[src/rtl/if_inst_buffer_pkg.sv]
// Shared fetch-side defines for the instruction buffer: default depth, NOOP encoding,
// the stored entry layout and the decode-take decoder.
package if_inst_buffer_pkg;

  localparam int unsigned IFB_DEPTH = 8;
  localparam logic [31:0] NOOP_INST = 32'h47ff041f;

  localparam int unsigned IR_W    = 32;
  localparam int unsigned PC_W    = 64;
  localparam int unsigned ENTRY_W = IR_W + PC_W;

  typedef struct packed {
    logic [IR_W-1:0] ir;
    logic [PC_W-1:0] pc;
  } ifb_entry_t;

  // Instructions decode wants this cycle; "none" overrides "one".
  function automatic logic [1:0] take_count(input logic non_ins_en, input logic one_ins_en);
    if (non_ins_en) return 2'd0;
    else if (one_ins_en) return 2'd1;
    else return 2'd2;
  endfunction

endpackage

[src/rtl/if_inst_buffer_ifb_ram.sv]
// Instruction buffer storage: DEPTH entries of {IR, PC}, two write ports and two
// asynchronous read ports. Callers never write the same address on both ports.
module ifb_ram
  import if_inst_buffer_pkg::*;
#(
  parameter int unsigned DEPTH = IFB_DEPTH
) (
  input  logic                     clock,
  input  logic                     we0,
  input  logic [$clog2(DEPTH)-1:0] waddr0,
  input  ifb_entry_t               wdata0,
  input  logic                     we1,
  input  logic [$clog2(DEPTH)-1:0] waddr1,
  input  ifb_entry_t               wdata1,
  input  logic [$clog2(DEPTH)-1:0] raddr0,
  input  logic [$clog2(DEPTH)-1:0] raddr1,
  output ifb_entry_t               rdata0,
  output ifb_entry_t               rdata1
);

  ifb_entry_t mem [DEPTH];

  always_ff @(posedge clock) begin
    if (we0) mem[waddr0] <= wdata0;
    if (we1) mem[waddr1] <= wdata1;
  end

  assign rdata0 = mem[raddr0];
  assign rdata1 = mem[raddr1];

endmodule

[src/rtl/if_inst_buffer.sv]
// Fetch-to-decode instruction FIFO: accepts 64-bit fetch lines, presents the two oldest
// instructions to decode. Optional same-cycle bypass when empty: define IFB_BYPASS_EN.
module if_inst_buffer
  import if_inst_buffer_pkg::*;
#(
  parameter int unsigned DEPTH = IFB_DEPTH
) (
  input  logic        clock,
  input  logic        reset,
  input  logic        if_valid_in,
  input  logic [63:0] if_pc_in,
  input  logic [63:0] mem2proc_data,
  input  logic        flush_in,
  input  logic        one_ins_en_in,
  input  logic        non_ins_en_in,
  output logic        if_stall_out,
  output logic [31:0] if_IRA_out,
  output logic [31:0] if_IRB_out,
  output logic [63:0] if_NPCA_out,
  output logic [63:0] if_NPCB_out,
  output logic        if_IRA_valid_out,
  output logic        if_IRB_valid_out
);

  localparam int unsigned AW = $clog2(DEPTH);
  localparam int unsigned CW = AW + 1;

  logic [AW-1:0] head;
  logic [AW-1:0] tail;
  logic [CW-1:0] count;

  logic          stall;
  logic          enq;
  logic [1:0]    take;
  logic [1:0]    nwords;
  logic [1:0]    skip;
  logic [1:0]    wn;
  logic [CW-1:0] deq;
  logic          bypass;
  ifb_entry_t    w0;
  ifb_entry_t    w1;
  ifb_entry_t    rd0;
  ifb_entry_t    rd1;
  ifb_entry_t    slot_a;
  ifb_entry_t    slot_b;
  logic          a_valid;
  logic          b_valid;

  // Stall from the registered occupancy only; a same-cycle dequeue earns no credit.
  assign stall        = (CW'(DEPTH) - count) < CW'(2);
  assign if_stall_out = stall;

  assign enq    = if_valid_in && !stall && !flush_in;
  assign take   = take_count(non_ins_en_in, one_ins_en_in);
  assign nwords = if_pc_in[2] ? 2'd1 : 2'd2;
  assign deq    = (CW'(take) > count) ? count : CW'(take);

  // w0 is the first valid word of the line; w1 only exists for an 8-byte aligned fetch.
  always_comb begin
    w0    = '0;
    w1    = '0;
    w0.ir = if_pc_in[2] ? mem2proc_data[63:32] : mem2proc_data[31:0];
    w0.pc = if_pc_in;
    w1.ir = mem2proc_data[63:32];
    w1.pc = if_pc_in + 64'd4;
  end

`ifdef IFB_BYPASS_EN
  // Empty buffer: decode may consume incoming words directly, so fewer are written.
  assign bypass = enq && (count == '0);
  assign skip   = bypass ? ((take < nwords) ? take : nwords) : 2'd0;
`else
  assign bypass = 1'b0;
  assign skip   = 2'd0;
`endif

  assign wn = enq ? (nwords - skip) : 2'd0;

  ifb_ram #(
    .DEPTH (DEPTH)
  ) u_ram (
    .clock  (clock),
    .we0    (wn != 2'd0),
    .waddr0 (tail),
    .wdata0 ((skip != 2'd0) ? w1 : w0),
    .we1    (wn == 2'd2),
    .waddr1 (tail + AW'(1)),
    .wdata1 (w1),
    .raddr0 (head),
    .raddr1 (head + AW'(1)),
    .rdata0 (rd0),
    .rdata1 (rd1)
  );

  always_ff @(posedge clock) begin
    if (reset) begin
      head  <= '0;
      tail  <= '0;
      count <= '0;
    end else if (flush_in) begin
      head  <= '0;
      tail  <= '0;
      count <= '0;
    end else begin
      head  <= head + AW'(deq);
      tail  <= tail + AW'(wn);
      count <= count + CW'(wn) - deq;
    end
  end

  // Decode view: bypass only ever fires with an empty buffer, so it never mixes with storage.
  always_comb begin
    a_valid = (count >= CW'(1)) || bypass;
    b_valid = (count >= CW'(2)) || (bypass && (nwords == 2'd2));
    slot_a  = bypass ? w0 : rd0;
    slot_b  = bypass ? w1 : rd1;
  end

  assign if_IRA_valid_out = a_valid;
  assign if_IRB_valid_out = b_valid;
  assign if_IRA_out       = a_valid ? slot_a.ir : NOOP_INST;
  assign if_IRB_out       = b_valid ? slot_b.ir : NOOP_INST;
  assign if_NPCA_out      = a_valid ? (slot_a.pc + 64'd4) : 64'd0;
  assign if_NPCB_out      = b_valid ? (slot_b.pc + 64'd4) : 64'd0;

endmodule

[config.mk]
export PLATFORM = sky130hd
export DESIGN_NAME = if_inst_buffer
export DESIGN_NICKNAME = d
export VERILOG_FILES = /design/src/rtl/if_inst_buffer_pkg.sv /design/src/rtl/if_inst_buffer_ifb_ram.sv /design/src/rtl/if_inst_buffer.sv
export SDC_FILE = /design/constraint.sdc
export NUM_CORES = 2
export LEC_CHECK = 0
export CORE_UTILIZATION = 55
export CTS_BUF_LIST = sky130_fd_sc_hd__clkbuf_4 sky130_fd_sc_hd__clkbuf_8
export CTS_CLUSTER_SIZE = 24
export DETAILED_ROUTE_END_ITERATION = 16
export DONT_BUFFER_PORTS = 1
export PLACE_DENSITY = 0.73
export SLEW_MARGIN = 5
export SYNTH_ARGS = -nofsm -noshare
export SYNTH_HDL_FRONTEND = slang
export SYNTH_SLANG_ARGS = --single-unit
[constraint.sdc]
create_clock -name clock -period 33.2 [get_ports clock]
set_input_delay 6.64 -clock clock [delete_from_list [all_inputs] [get_ports clock]]
set_output_delay 6.64 -clock clock [all_outputs]
set_load 0.02 [all_outputs]
==> flow_metrics.tcl <==
set metrics [dict create \
    fmax_mhz 71.0 \
    clkTransAtPathRegs_ns 0.06 \
    p_per_area_nw_per_um2 61.5 \
    grt_max_degree 138 \
    worstPathMaxFanout 54 \
    min_path_cells 2 \
    drv_slew 0 \
    holdWs_ns 0.652 \
    layout-drive-gt1-share 0.198 \
    reg2reg_slack_ns 28.73 \
    clock_path_buffers 3 \
    p_seq_frac 0.370 \
    critPathLaunchType "register" \
    period_needed_ns 14.08 \
    overflow 0 \
    startpoint "head[1]" \
    critical_path_buf_inv_count 2 \
    clock_latency_ns 0.82 \
    ctsHtreeMaxLevel 4 \
    fp.dieW_um 298 \
    fp.dieH_um 298 \
    via_per_inst 6.74 \
    dp_slack_ns 19.98 \
    path_cells "ha_4 -> buf_4 -> buf_4 -> mux2i_1 -> mux4_2 -> or4_1 -> or3_1 -> nor4_2 -> nand4_1 -> mux2i_1" \
    ys.flop_type "edfxtp_1" \
    root_buffer "clkbuf_8" \
    drv_cap 0 \
    start_util 0.556 \
    syn_area_per_cell_sq_um 11.9 \
    clock-sinks 778 \
    final_util 0.581 \
    ir_drop_mv 0.0524 \
    fin_crit_sh 0.424 \
    syn_area_sq_um 48300 \
    synth_nets 4203 \
    grt_util_all_layers 0.325 \
    total_power_w 0.00310 \
    min_to "tail[2]" \
    grt_pass1_vias 32400 \
    die_area_sq_um 89000 \
    io_buffer_count 0 \
    timing.rr.end "u_ram.mem[5][62]" \
    hp-start "tail[2]" \
    vias 33300 \
    tightest_slew_ns 1.19 \
    maxSlewHeadroom 0.208 \
    max_stage_delay_ns 0.85 \
    drtIter0Drc 4274 \
    seq_area_frac_synth 0.482 \
    setup_tns_ns 0 \
    synth_edf_count 768 \
    postSynthCellCount 4047 \
    grt_first_pass_wirelength_mm 212 \
    hold_path.class "reg -> reg" \
    hold_viol 0 \
    core-area_sq_um 86900 \
    place_congestion 0.924 \
    synthArstFlopShare 0 \
    area_growth_pct 4.49 \
    detail_route.first_pass.iterations 6 \
    fin_nets 3830 \
    top_level_ports 329 \
    wl_per_cell_um 29.6 \
    crit_required_ns 26.56 \
    ant_nets 0 \
    p_leak_nw 16.6 \
    ys_types 92 \
    end_kind "output port" \
    rsz0062_at_grt "false" \
    r2r_start "count[0]" \
    reg2reg_depth 10 \
    path_delay_family "simple AND/OR/NAND/NOR gates" \
    tritoncts "yes" \
    power_switching_share 0.379 \
    drc 0 \
    core.rowCount 108 \
    power_frac_comb 0.336 \
    cts_setup_buffers 0 \
    antenna_found_initial 2 \
    post_cts_resized 0 \
    ys_warn_count 0 \
    status "finished, final reports clean" \
    switching_power_w 0.00118 \
    cts_buffers 137 \
    crit_slowest_cell "buf_4" \
    finClkSkew_ns 0.0517 \
    p_int_w 0.00193 \
    p_clk_frac 0.294 \
    ys_seq_elements 778 \
    setup_violations 0 \
    routed_wl_mm 146 \
    fin_ws_ns 19.12 \
    crit_type "reg -> out" \
    hpwlAfterDp_mm 89.8 \
    cts_hold_buffers 0 \
    cp_data_arrival_time_ns 7.44 \
]
cell usage after synthesis, drive strengths merged (19+ instances only):
cell type  count  area, sq um
nand4         47          313
nand2        385         1450
buf          168         1200
mux2          32          360
nand3        136          696
and4          19          169
mux4         375         8510
nor4          31          274
inv           23         86.3
xor2         194         1710
nor2         549         2060
edfxtp       768        23100
xnor2        122         1070
and2          20          128
nor3          46          245
a21oi        306         1540
o21ai         21          105
mux2i        177         1780
clkbuf       411         1560
cells in the final DEF (no fill, tap or decap), types with 14 or more instances in the layout:
cell,n
a21oi_1,305
and2_1,15
and3_1,16
and4_1,17
buf_4,64
clkbuf_4,45
clkbuf_8,141
clkinv_1,28
edfxtp_1,768
ha_1,17
inv_1,19
mux2_2,32
mux2i_1,176
mux4_1,17
mux4_2,358
nand2_1,384
nand3_1,133
nand4_1,44
nor2_1,548
nor3_1,43
nor4_1,20
or3_1,14
xnor2_1,121
xor2_1,193
metal layers:
metal  up-vias  GRT usage  wire [um]
met2      2259      0.525      70000
met1     16500      0.410      51000
met5         -          0          0
met4         0      0.162       7370
met3       438     0.0817      17500
li1      14100          -          -
metrics by stage:
step | std cells | area, sq um
finish | 4934 | 50500
global route | 4932 | 50500
CTS | 4931 | 50400
detailed placement | 4690 | 47700
global placement | 4690 | 47700
floorplan | 4047 | 48300
registers in the layout (all words and copies together) (netlist names):
register   count
count          4
u_ram.mem    768
tail           3
head           3
worst max-delay path by stage:
| stage | to | cells after the start |
|---|---|---|
| floorplan | u_ram.mem[0][0] | 4 |
| global placement | if_NPCB_out[63] | 10 |
| finish | if_NPCB_out[63] | 10 |
| CTS | if_NPCB_out[63] | 10 |
| detailed placement | if_NPCB_out[63] | 10 |
| global route | if_NPCB_out[63] | 10 |
worst register-to-register path: cells and delay by family, from the launching register on:
family          cells  cell delay, ns
compound gates      3            0.67
simple gates        3            1.37
fa+ha+maj           1            0.24
buf+inv             3            1.30
flops               1            0.45
cell type report:
class	instances	area [sq um]
Clock inverter	55	477
Timing Repair Buffer	67	541
Clock buffer	186	2280
Inverter	24	95.1
Sequential cell	778	23300
Multi-Input combinational cell	2666	22300
Tap cell	1155	1450
Antenna cell	3	7.51
Fill cell	6793	36400
cell families after synthesis:
group	share of synthesized area
AND/OR/NAND/NOR	0.126
adder cells (fa/ha/maj)	0.00632
flip-flops	0.482
buffers and inverters	0.0592
XOR/XNOR	0.0575
multiplexers	0.220
AO/OA/AOI/OAI	0.0487
power by group through the flow:
stage	clock network (W)	registers (W)	logic, W
4_1_cts	0.000920	0.00115	0.00104
3_3_place_gp	0	0.00117	0.00103
2_1_floorplan	0	0.00116	0.000802
5_1_grt	0.000959	0.00115	0.00110
3_5_place_dp	0	0.00117	0.00104
6_report	0.000912	0.00115	0.00104
Note: power is estimated with default switching activity, not from simulation.
